## config.mk

```make
export PLATFORM = sky130hd
export DESIGN_NAME = multicycle_ctrl
export DESIGN_NICKNAME = d
export VERILOG_FILES = /design/src/rtl/multicycle_ctrl_pkg.sv /design/src/rtl/mc_decode.sv /design/src/rtl/multicycle_ctrl.sv
export SDC_FILE = /design/constraint.sdc
export NUM_CORES = 1
export LEC_CHECK = 0
export BUFFER_PORTS_ARGS = -buffer_cell sky130_fd_sc_hd__buf_2
export CELL_PAD_IN_SITES_DETAIL_PLACEMENT = 0
export CELL_PAD_IN_SITES_GLOBAL_PLACEMENT = 1
export CORE_UTILIZATION = 38
export DETAILED_ROUTE_END_ITERATION = 6
export HOLD_SLACK_MARGIN = 0.05
export PLACE_DENSITY_LB_ADDON = 0.05
export SLEW_MARGIN = 30
export SYNTH_ARGS = -nofsm -noshare
export SYNTH_HDL_FRONTEND = slang
export SYNTH_SLANG_ARGS = --single-unit
```

## constraint.sdc

```tcl
create_clock -name clk -period 1.99 [get_ports clk]
set_input_delay 0.199 -clock clk [delete_from_list [all_inputs] [get_ports clk]]
set_output_delay 0.199 -clock clk [all_outputs]
set_load 0.1 [all_outputs]
```

## src/rtl/multicycle_ctrl_pkg.sv

```systemverilog
// rtl/multicycle_ctrl_pkg.sv - shared aluop codes, opcode/funct constants, state and decode types
package multicycle_ctrl_pkg;

  localparam logic [3:0] ALUOP_ADDU = 4'd0;
  localparam logic [3:0] ALUOP_SUBU = 4'd1;
  localparam logic [3:0] ALUOP_AND  = 4'd2;
  localparam logic [3:0] ALUOP_OR   = 4'd3;
  localparam logic [3:0] ALUOP_SLT  = 4'd4;
  localparam logic [3:0] ALUOP_LW   = 4'd5;
  localparam logic [3:0] ALUOP_SW   = 4'd6;
  localparam logic [3:0] ALUOP_ADDI = 4'd7;
  localparam logic [3:0] ALUOP_ANDI = 4'd8;
  localparam logic [3:0] ALUOP_ORI  = 4'd9;
  localparam logic [3:0] ALUOP_BEQ  = 4'd10;
  localparam logic [3:0] ALUOP_BNE  = 4'd11;
  localparam logic [3:0] ALUOP_LUI  = 4'd12;

  localparam logic [5:0] OP_RTYPE = 6'b000000;
  localparam logic [5:0] OP_J     = 6'b000010;
  localparam logic [5:0] OP_BEQ   = 6'b000100;
  localparam logic [5:0] OP_BNE   = 6'b000101;
  localparam logic [5:0] OP_ADDI  = 6'b001000;
  localparam logic [5:0] OP_ANDI  = 6'b001100;
  localparam logic [5:0] OP_ORI   = 6'b001101;
  localparam logic [5:0] OP_LUI   = 6'b001111;
  localparam logic [5:0] OP_LW    = 6'b100011;
  localparam logic [5:0] OP_SW    = 6'b101011;

  localparam logic [5:0] FN_ADDU = 6'b100001;
  localparam logic [5:0] FN_SUBU = 6'b100011;
  localparam logic [5:0] FN_AND  = 6'b100100;
  localparam logic [5:0] FN_OR   = 6'b100101;
  localparam logic [5:0] FN_SLT  = 6'b101010;

  localparam logic [1:0] SRC_A_PC   = 2'd0;
  localparam logic [1:0] SRC_A_RS   = 2'd1;
  localparam logic [1:0] SRC_A_ZERO = 2'd2;
  localparam logic [1:0] SRC_B_RT   = 2'd0;
  localparam logic [1:0] SRC_B_FOUR = 2'd1;
  localparam logic [1:0] SRC_B_IMM  = 2'd2;
  localparam logic [1:0] SRC_B_IMM2 = 2'd3;
  localparam logic [1:0] PC_SRC_ALU    = 2'd0;
  localparam logic [1:0] PC_SRC_ALUOUT = 2'd1;
  localparam logic [1:0] PC_SRC_JUMP   = 2'd2;

  typedef enum logic [3:0] {
    ST_FETCH, ST_DECODE, ST_EXEC_R, ST_WB_R, ST_EXEC_I, ST_WB_I, ST_MEM_ADDR,
    ST_MEM_RD, ST_WB_M, ST_MEM_WR, ST_BRANCH, ST_JUMP, ST_ILLEGAL
  } state_e;

  typedef enum logic [2:0] {CL_R, CL_I, CL_MEM, CL_BR, CL_J, CL_ILL} iclass_e;

  typedef struct packed {
    iclass_e    iclass;
    logic [3:0] aluop;
    logic       ext_sign;
    logic       legal;
  } decode_t;

endpackage

```

## src/rtl/mc_decode.sv

```systemverilog
// rtl/mc_decode.sv - combinational opcode/funct decode into class, aluop, extension and legality
module mc_decode
  import multicycle_ctrl_pkg::*;
(
  input  logic [5:0] opcode,
  input  logic [5:0] funct,
  output decode_t    dec
);

  // Classify the instruction; anything unrecognised falls through as illegal
  always_comb begin
    dec = '{iclass: CL_ILL, aluop: ALUOP_ADDU, ext_sign: 1'b0, legal: 1'b0};
    case (opcode)
      OP_RTYPE: begin
        dec.iclass = CL_R;
        dec.legal  = 1'b1;
        case (funct)
          FN_ADDU: dec.aluop = ALUOP_ADDU;
          FN_SUBU: dec.aluop = ALUOP_SUBU;
          FN_AND:  dec.aluop = ALUOP_AND;
          FN_OR:   dec.aluop = ALUOP_OR;
          FN_SLT:  dec.aluop = ALUOP_SLT;
          default: begin
            dec.iclass = CL_ILL;
            dec.legal  = 1'b0;
          end
        endcase
      end
      OP_ADDI: dec = '{iclass: CL_I,   aluop: ALUOP_ADDI, ext_sign: 1'b1, legal: 1'b1};
      OP_ANDI: dec = '{iclass: CL_I,   aluop: ALUOP_ANDI, ext_sign: 1'b0, legal: 1'b1};
      OP_ORI:  dec = '{iclass: CL_I,   aluop: ALUOP_ORI,  ext_sign: 1'b0, legal: 1'b1};
      OP_LUI:  dec = '{iclass: CL_I,   aluop: ALUOP_LUI,  ext_sign: 1'b0, legal: 1'b1};
      OP_LW:   dec = '{iclass: CL_MEM, aluop: ALUOP_LW,   ext_sign: 1'b1, legal: 1'b1};
      OP_SW:   dec = '{iclass: CL_MEM, aluop: ALUOP_SW,   ext_sign: 1'b1, legal: 1'b1};
      OP_BEQ:  dec = '{iclass: CL_BR,  aluop: ALUOP_BEQ,  ext_sign: 1'b1, legal: 1'b1};
      OP_BNE:  dec = '{iclass: CL_BR,  aluop: ALUOP_BNE,  ext_sign: 1'b1, legal: 1'b1};
      OP_J:    dec = '{iclass: CL_J,   aluop: ALUOP_ADDU, ext_sign: 1'b0, legal: 1'b1};
      default: dec = '{iclass: CL_ILL, aluop: ALUOP_ADDU, ext_sign: 1'b0, legal: 1'b0};
    endcase
  end

endmodule

```

## src/rtl/multicycle_ctrl.sv

```systemverilog
// rtl/multicycle_ctrl.sv - multi-cycle MIPS control FSM driving ALU control, operand selects and strobes
module multicycle_ctrl
  import multicycle_ctrl_pkg::*;
#(
  parameter int CNT_W = 32
)
(
  input  logic             clk,
  input  logic             reset_n,
  input  logic [5:0]       opcode,
  input  logic [5:0]       funct,
  input  logic             alu_zero,
  input  logic             mem_ready,
  output logic [3:0]       alu_ctrl,
  output logic [1:0]       alu_src_a,
  output logic [1:0]       alu_src_b,
  output logic             ext_sign,
  output logic             ir_write,
  output logic             pc_en,
  output logic             mem_read,
  output logic             mem_write,
  output logic             reg_write,
  output logic             reg_dst,
  output logic             mem_to_reg,
  output logic [1:0]       pc_src,
  output logic             illegal,
  output logic [CNT_W-1:0] retire_cnt
);

  state_e  state;
  state_e  next_state;
  decode_t dec;
  logic    retire;

  mc_decode u_decode (
    .opcode (opcode),
    .funct  (funct),
    .dec    (dec)
  );

  // State register, sticky illegal flag and retired-instruction counter
  always_ff @(posedge clk) begin
    if (!reset_n) begin
      state      <= ST_FETCH;
      illegal    <= 1'b0;
      retire_cnt <= '0;
    end else begin
      state <= next_state;
      if (next_state == ST_ILLEGAL) illegal <= 1'b1;
      if (retire) retire_cnt <= retire_cnt + CNT_W'(1);
    end
  end

  // Next-state selection; retire marks the last cycle of each completed instruction
  always_comb begin
    next_state = state;
    retire     = 1'b0;
    case (state)
      ST_FETCH:    if (mem_ready) next_state = ST_DECODE;
      ST_DECODE: begin
        if (!dec.legal) next_state = ST_ILLEGAL;
        else begin
          case (dec.iclass)
            CL_R:    next_state = ST_EXEC_R;
            CL_I:    next_state = ST_EXEC_I;
            CL_MEM:  next_state = ST_MEM_ADDR;
            CL_BR:   next_state = ST_BRANCH;
            CL_J:    next_state = ST_JUMP;
            default: next_state = ST_ILLEGAL;
          endcase
        end
      end
      ST_EXEC_R:   next_state = ST_WB_R;
      ST_EXEC_I:   next_state = ST_WB_I;
      ST_MEM_ADDR: next_state = (dec.aluop == ALUOP_LW) ? ST_MEM_RD : ST_MEM_WR;
      ST_MEM_RD:   if (mem_ready) next_state = ST_WB_M;
      ST_MEM_WR: begin
        if (mem_ready) begin
          next_state = ST_FETCH;
          retire     = 1'b1;
        end
      end
      ST_WB_R, ST_WB_I, ST_WB_M, ST_BRANCH, ST_JUMP: begin
        next_state = ST_FETCH;
        retire     = 1'b1;
      end
      ST_ILLEGAL:  next_state = ST_ILLEGAL;
      default:     next_state = ST_FETCH;
    endcase
  end

  // Output decode from state; only pc_en and ir_write also look at mem_ready/alu_zero
  always_comb begin
    alu_ctrl   = ALUOP_ADDU;
    alu_src_a  = SRC_A_PC;
    alu_src_b  = SRC_B_RT;
    ext_sign   = 1'b0;
    ir_write   = 1'b0;
    pc_en      = 1'b0;
    mem_read   = 1'b0;
    mem_write  = 1'b0;
    reg_write  = 1'b0;
    reg_dst    = 1'b0;
    mem_to_reg = 1'b0;
    pc_src     = PC_SRC_ALU;
    if (reset_n) begin
      case (state)
        ST_FETCH: begin
          mem_read  = 1'b1;
          alu_src_b = SRC_B_FOUR;
          ir_write  = mem_ready;
          pc_en     = mem_ready;
        end
        ST_DECODE: begin
          alu_src_b = SRC_B_IMM2;
          ext_sign  = 1'b1;
        end
        ST_EXEC_R: begin
          alu_ctrl  = dec.aluop;
          alu_src_a = SRC_A_RS;
        end
        ST_WB_R: begin
          reg_write = 1'b1;
          reg_dst   = 1'b1;
        end
        ST_EXEC_I: begin
          alu_ctrl  = dec.aluop;
          alu_src_a = (dec.aluop == ALUOP_LUI) ? SRC_A_ZERO : SRC_A_RS;
          alu_src_b = SRC_B_IMM;
          ext_sign  = dec.ext_sign;
        end
        ST_WB_I:     reg_write = 1'b1;
        ST_MEM_ADDR: begin
          alu_ctrl  = dec.aluop;
          alu_src_a = SRC_A_RS;
          alu_src_b = SRC_B_IMM;
          ext_sign  = 1'b1;
        end
        ST_MEM_RD:   mem_read = 1'b1;
        ST_WB_M: begin
          reg_write  = 1'b1;
          mem_to_reg = 1'b1;
        end
        ST_MEM_WR:   mem_write = 1'b1;
        ST_BRANCH: begin
          alu_ctrl  = dec.aluop;
          alu_src_a = SRC_A_RS;
          pc_src    = PC_SRC_ALUOUT;
          pc_en     = (dec.aluop == ALUOP_BEQ) ? alu_zero : ~alu_zero;
        end
        ST_JUMP: begin
          pc_en  = 1'b1;
          pc_src = PC_SRC_JUMP;
        end
        default: ;
      endcase
    end
  end

endmodule

```

Yosys cells after proc, flatten, opt, wreduce, memory -nomap -nowiden
Index checks and enable logic that the tools add are counted.
{"block": "word_totals", "regBits": 37, "in_bits": 16, "output_inout_bits": 51, "wordCells": 93}
{"block": "classes", "addsub": 1, "n_eq_ne": 34, "mux": 41, "n_bitwise": 1, "n_reduce_logical": 13}
{"cell": "$pmux 7 s10", "n": 1}
{"cell": "$eq 6x6->1 const B", "n": 7}
{"cell": "$add 32x1->32 const B", "n": 1}
{"cell": "$eq 4x4->1 const B", "n": 8}
{"cell": "$pmux 4 s8", "n": 1}
{"cell": "$mux 4", "n": 7}
{"cell": "$eq 6x4->1 const B", "n": 4}
{"cell": "$eq 4x3->1 const B", "n": 5}
{"cell": "$pmux 4 s5", "n": 1}
{"cell": "$mux 1", "n": 18}
{"cell": "$reduce_or 5->1", "n": 3}
{"cell": "$eq 6x3->1 const B", "n": 2}
{"cell": "$pmux 3 s4", "n": 1}
{"cell": "$reduce_or 9->1", "n": 1}
{"cell": "$eq 4x2->1 const B", "n": 2}
{"cell": "$mux 2", "n": 4}
{"cell": "$pmux 2 s2", "n": 2}
{"cell": "$eq 3x2->1 const B", "n": 2}
{"cell": "$eq 6x2->1 const B", "n": 1}
{"cell": "$logic_not 6->1", "n": 1}
{"cell": "$pmux 1 s2", "n": 3}
{"cell": "$pmux 2 s3", "n": 1}
{"cell": "$reduce_or 2->1", "n": 3}
{"cell": "$reduce_or 3->1", "n": 2}
{"cell": "9 further kinds", "n": 9}

Logic depth before layout (Yosys ltp)
{"block": "logic_depth", "word_depth": 9, "ltp_mapped": 7, "mapped_depth_nobuf": 5}

By module
A second synthesis with hierarchy kept.
{"block": "unflattened", "cells_unflattened": 341, "hier_area_um2": 2507.4}
{"mod": "multicycle_ctrl", "n_inst": 1, "cells_each": 290, "area_per_inst_um2": 2179.6}
{"mod": "mc_decode", "n_inst": 1, "cells_each": 51, "area_per_inst_um2": 327.8}

Worst setup path before layout
No wires, ideal clock.
{"block": "synth_path", "path_kind": "reg2out", "start": "register state[1]", "end": "output port pc_en", "arrival_time_ns": 3.824, "setup_slack_ns": -2.033, "path_stages_with_launch": 7, "n_path_buf": 2, "path_cell_list": "dfxtp_1 > buf_2 > clkbuf_1 > nor2_1 > nand2_1 > nor3_1 > nand2b_1"}
{"block": "synth_between", "elab_chain_len": 3, "elab_cells_between_ends": 5}
{"item": "start: declaration", "line_no": "multicycle_ctrl.sv:30", "text": "state_e state;"}
{"item": "start signal: assignment", "line_no": "multicycle_ctrl.sv:48", "text": "state <= next_state;"}
{"item": "$eq 4x4->1 or $logic_not 4->1 (tied branches)", "line_no": "multicycle_ctrl.sv:107", "text": "case (state)"}
{"item": "$pmux 1 s3 (*)", "line_no": "multicycle_ctrl.sv:107"}
{"item": "$mux 1 (*)", "line_no": "multicycle_ctrl.sv:106", "text": "if (reset_n) begin"}
{"item": "end: declaration", "line_no": "multicycle_ctrl.sv:19", "text": "output logic pc_en,"}
Mark *: on every way between the ends. The rest lies on a longest branch, timed or not.

Worst setup path after layout
{"block": "layout_path", "start": "input port opcode[5]", "end": "output port alu_src_a[1]"}
{"block": "layout_between", "elab_chain_len": 6, "elab_cells_between_ends": 15}
{"item": "start: declaration", "line_no": "multicycle_ctrl.sv:10", "text": "input logic [5:0] opcode,"}
{"item": "$eq 6x2->1 (tied with other cells)", "line_no": "mc_decode.sv:13", "text": "case (opcode)"}
{"item": "$pmux 7 s10 (*)", "line_no": "mc_decode.sv:13"}
{"item": "$eq 4x4->1 (*)", "line_no": "multicycle_ctrl.sv:128", "text": "alu_src_a = (dec.aluop == ALUOP_LUI) ? SRC_A_ZERO : SRC_A_RS;"}
{"item": "$mux 2 (*)", "line_no": "multicycle_ctrl.sv:128"}
{"item": "$pmux 2 s2 (*)", "line_no": "multicycle_ctrl.sv:107"}
{"item": "$mux 2 (*)", "line_no": "multicycle_ctrl.sv:106"}
{"item": "end: declaration", "line_no": "multicycle_ctrl.sv:15", "text": "output logic [1:0] alu_src_a,"}
Marked as above.

==> metrics.md <==
| Metric | Value |
|---|---|
| WL/cell | 13.43 um |
| Final Cycle Share | 96.52% |
| Row count | 29 |
| Critical Path Most Common Cell | buf_4 |
| CP endpoint kind | output port |
| Post-route setup slack | 0.06924 ns |
| Router iterations before antenna repair | 4 |
| Port Buf Inserts | 66 |
| Avg Inst Size Synth | 7.496 um^2 |
| Vias per inst | 5.512 |
| Ys async rst share | 0% |
| Hold WC Path Type | primary input to flip-flop |
| Antenna Cells | 0 |
| Number of global-route vias before repair | 2426 |
| Die W | 83.41 um |
| Max-Cap Viols | 0 |
| RSZ-0062 raised after global routing | false |
| Post-place setup slack | 0.03518 ns |
| Die area | 6957 um^2 |
| Leak | 1.345 nW |
| Path type of the worst setup path | primary input to output port |
| DR DRC count | 0 |
| GPL Wtd Cong | 0.8119 |
| Status | finished clean |
| Final Hold Vio Count | 0 |
| Vias | 2723 |
| Crit-path max cell delay | 0.49 ns |
| HPWL after DPL | 4.991 mm |
| Final wirelength | 6.635 mm |
| Clock insertion delay at the later pin of the skew report | 0.28 ns |
| Final core utilization | 57.60% |
| Global-route wire length before repair | 11.12 mm |
| CTS H-Tree Depth | 2 |
| Layout cells sized above 1 | 39.57% |
| Yosys cell types | 60 |
| Register area share after synthesis | 29.41% |
| CP arrival | 1.72 ns |
| Top cells by area, synth | dfxtp_1 (29%), a21oi_1 (5.4%), nor2_1 (4.6%), xnor2_1 (4.2%), nand2_1 (4.0%) |
| Proportion of synthesized area in mux cells | 1.192% |
| Root buffer cell | clkbuf_8 |
| Initial antenna violation count | 0 |
| Top FF cell, synth | dfxtp_1 |
| Syn Nets | 353 |
| Area leader, netlist | dfxtp_1 |
| Final setup fails | 0 |
| CP Cell Sequence | buf_2, or3b_2, buf_4, or3_1, buf_4, nor2_4, buf_12 |
| CTS tree | built |
| Post-synthesis adder-cell area fraction | 0.4968% |
| Buf/Inv on CP | 4 |
| Top-area cell type share of the netlist area | 29.41% |
| Peak VDD IR | 538.4 uV |
| Ports | 67 |
| Post-Synthesis Cells | 336 |
| Slowest CP cell | or3b_2 |
| CP Max Fanout | 3 |
| Synth warnings | 0 |
| Cell family with most CP delay | simple AND/OR/NAND/NOR gates |
| Total global-route track usage | 18.84% |
| Worst-path clk slew | 0.07 ns |
| Largest net degree at the start of global routing | 30 |
| Main combinational cell family by area after synthesis | simple AND/OR/NAND/NOR gates |
| Clock buffers created by TritonCTS | 5 |
| Worst setup SP type | primary input |
| Fin nets | 433 |
| Total grt overflow | 0 |
| Max Slew Vio Count | 0 |
| Post-Synth Simple-Gate Area | 31.59% |
| Post-synth EDFFs | 0 |
| Mapped cell area | 2519 um^2 |
| Final min period | 1.921 ns |
| R2R setup slack | 0.09 ns |
| DR iter-0 viols | 132 |
| Die Y | 83.41 um |
| Syn-to-layout area delta | 46.05% |
| Clk buf depth | 2 |
| Filler cells | 588 |
| Power Density | 584.2 nW/um^2 |
| XOR/XNOR Fraction of Synth Area | 4.868% |
| Initial Util | 39.44% |
| Worst-Margin Slew | 0.5421 ns |
| Worst slew margin | 62.93% |
| CP Data Required Time | 1.79 ns |
| Antenna violation net count after detailed routing | 0 |
| Synth Area in Compound Gates | 26.38% |
| Core Footprint | 6386 um^2 |
| Max Freq | 520.6 MHz |
| Synth Register Bits | 37 |
| Max Clock Skew | 0.004141 ns |
| Clock sink count | 37 |
## worst register-to-register path: stages, from the launching register on
cell and delay [ns]:
dfxtp_4 0.38, and4_4 0.26, nand3_4 0.14, a2111o_1 0.54
or3_1 0.38, a21oi_1 0.13
## registers in the layout, indices dropped and copies added (netlist names)
register	count
illegal	1
state	4
retire_cnt	32
## cells in the final DEF, fill, tap and decap left out, types with 3 or more instances in the layout
cell type / count
mux2i_1: 3
nor2_1: 24
xnor2_1: 12
o21ai_0: 17
nor3_1: 6
dfxtp_2: 20
a2111oi_0: 3
nor3b_1: 4
a32oi_1: 3
inv_1: 16
nor3_4: 5
nand2b_1: 11
a2111o_1: 3
dfxtp_1: 6
nand2_1: 26
buf_2: 48
buf_12: 19
buf_4: 25
a21oi_1: 25
nand3_1: 13
a211oi_1: 6
o32a_1: 4
dfxtp_4: 11
a31o_2: 3
nor2b_1: 4
clkbuf_8: 5
or3_1: 15
nand4_1: 7
nor2_2: 5
o31ai_1: 4
## per-stage QoR
step	power, mW	cells	setup TNS [ns]	hold WS, ns	instance area (um^2)
final	2.149	494	0	0.3957	3679
after global routing	2.265	494	0	0.4058	3679
after CTS	2.156	494	0	0.3909	3651
after detailed placement	1.651	486	0	0.4430	3562
after global placement	1.647	486	0	0.4428	3562
after floorplan	1.381	336	-1.816	0.4798	2740
## routing by layer
layer  GRT usage [%]  share of wire (%)  vias to the layer above
li1                -                  -                     1400
met1           27.46                 51                     1248
met2           28.46                 43                       71
met3           3.976                5.2                        4
met4           4.160               0.50                        0
met5               0                  0                        -
## final timing paths
path,to,from,cells after the start
setup reg to reg,retire_cnt[20],retire_cnt[3],5
setup / recovery,alu_src_a[1],opcode[5],7
hold / removal,retire_cnt[28],reset_n,4
hold reg to reg,illegal,illegal,2
## report_power, final
part           leakage, nW  switching [mW]  total [mW]  internal, mW
logic                0.985           0.571       0.881         0.311
registers            0.317          0.0252       0.775         0.750
clock network       0.0422           0.247       0.492         0.246
## kinds of logic after synthesis
group                    Yosys count
AND/OR/NAND/NOR                  147
AO/OA/AOI/OAI                     96
buffers and inverters             38
flip-flops                        37
XOR/XNOR                          14
multiplexers                       3
adder cells (fa/ha/maj)            1
## synth_stat cells, types with 3 or more instances
library cell / instances
dfxtp_1: 37
nor2_1: 31
a21oi_1: 27
nand2_1: 27
o21ai_0: 18
inv_1: 17
or3_1: 15
clkbuf_1: 13
nand3_1: 13
nand2b_1: 12
nor3_1: 12
xnor2_1: 12
a211oi_1: 8
nand4_1: 7
buf_2: 5
nor2b_1: 5
nor3b_1: 5
a2111oi_0: 4
o31ai_1: 4
o32a_1: 4
a2111o_1: 3
a31o_2: 3
a32oi_1: 3
mux2i_1: 3
## cell type report
cell class                 count  area, um^2  area share (%)
sequential                    37       807.0           21.94
tap                           77       96.34           2.619
multi-input combinational    261        1795           48.81
clock inverter                 1       5.005          0.1361
clock buffer                   7       76.32           2.075
timing repair buffer          94       830.8           22.59
inverter                      17       67.56           1.837
## repair_timing
item,4_1_cts,5_1_grt
setup endpoints to repair,5,20
gates resized for setup,2,11
setup buffers,0,0
hold endpoints to repair,0,0
hold buffers,0,0
pin swaps,0,1
Power figures use the tool's default switching activity.
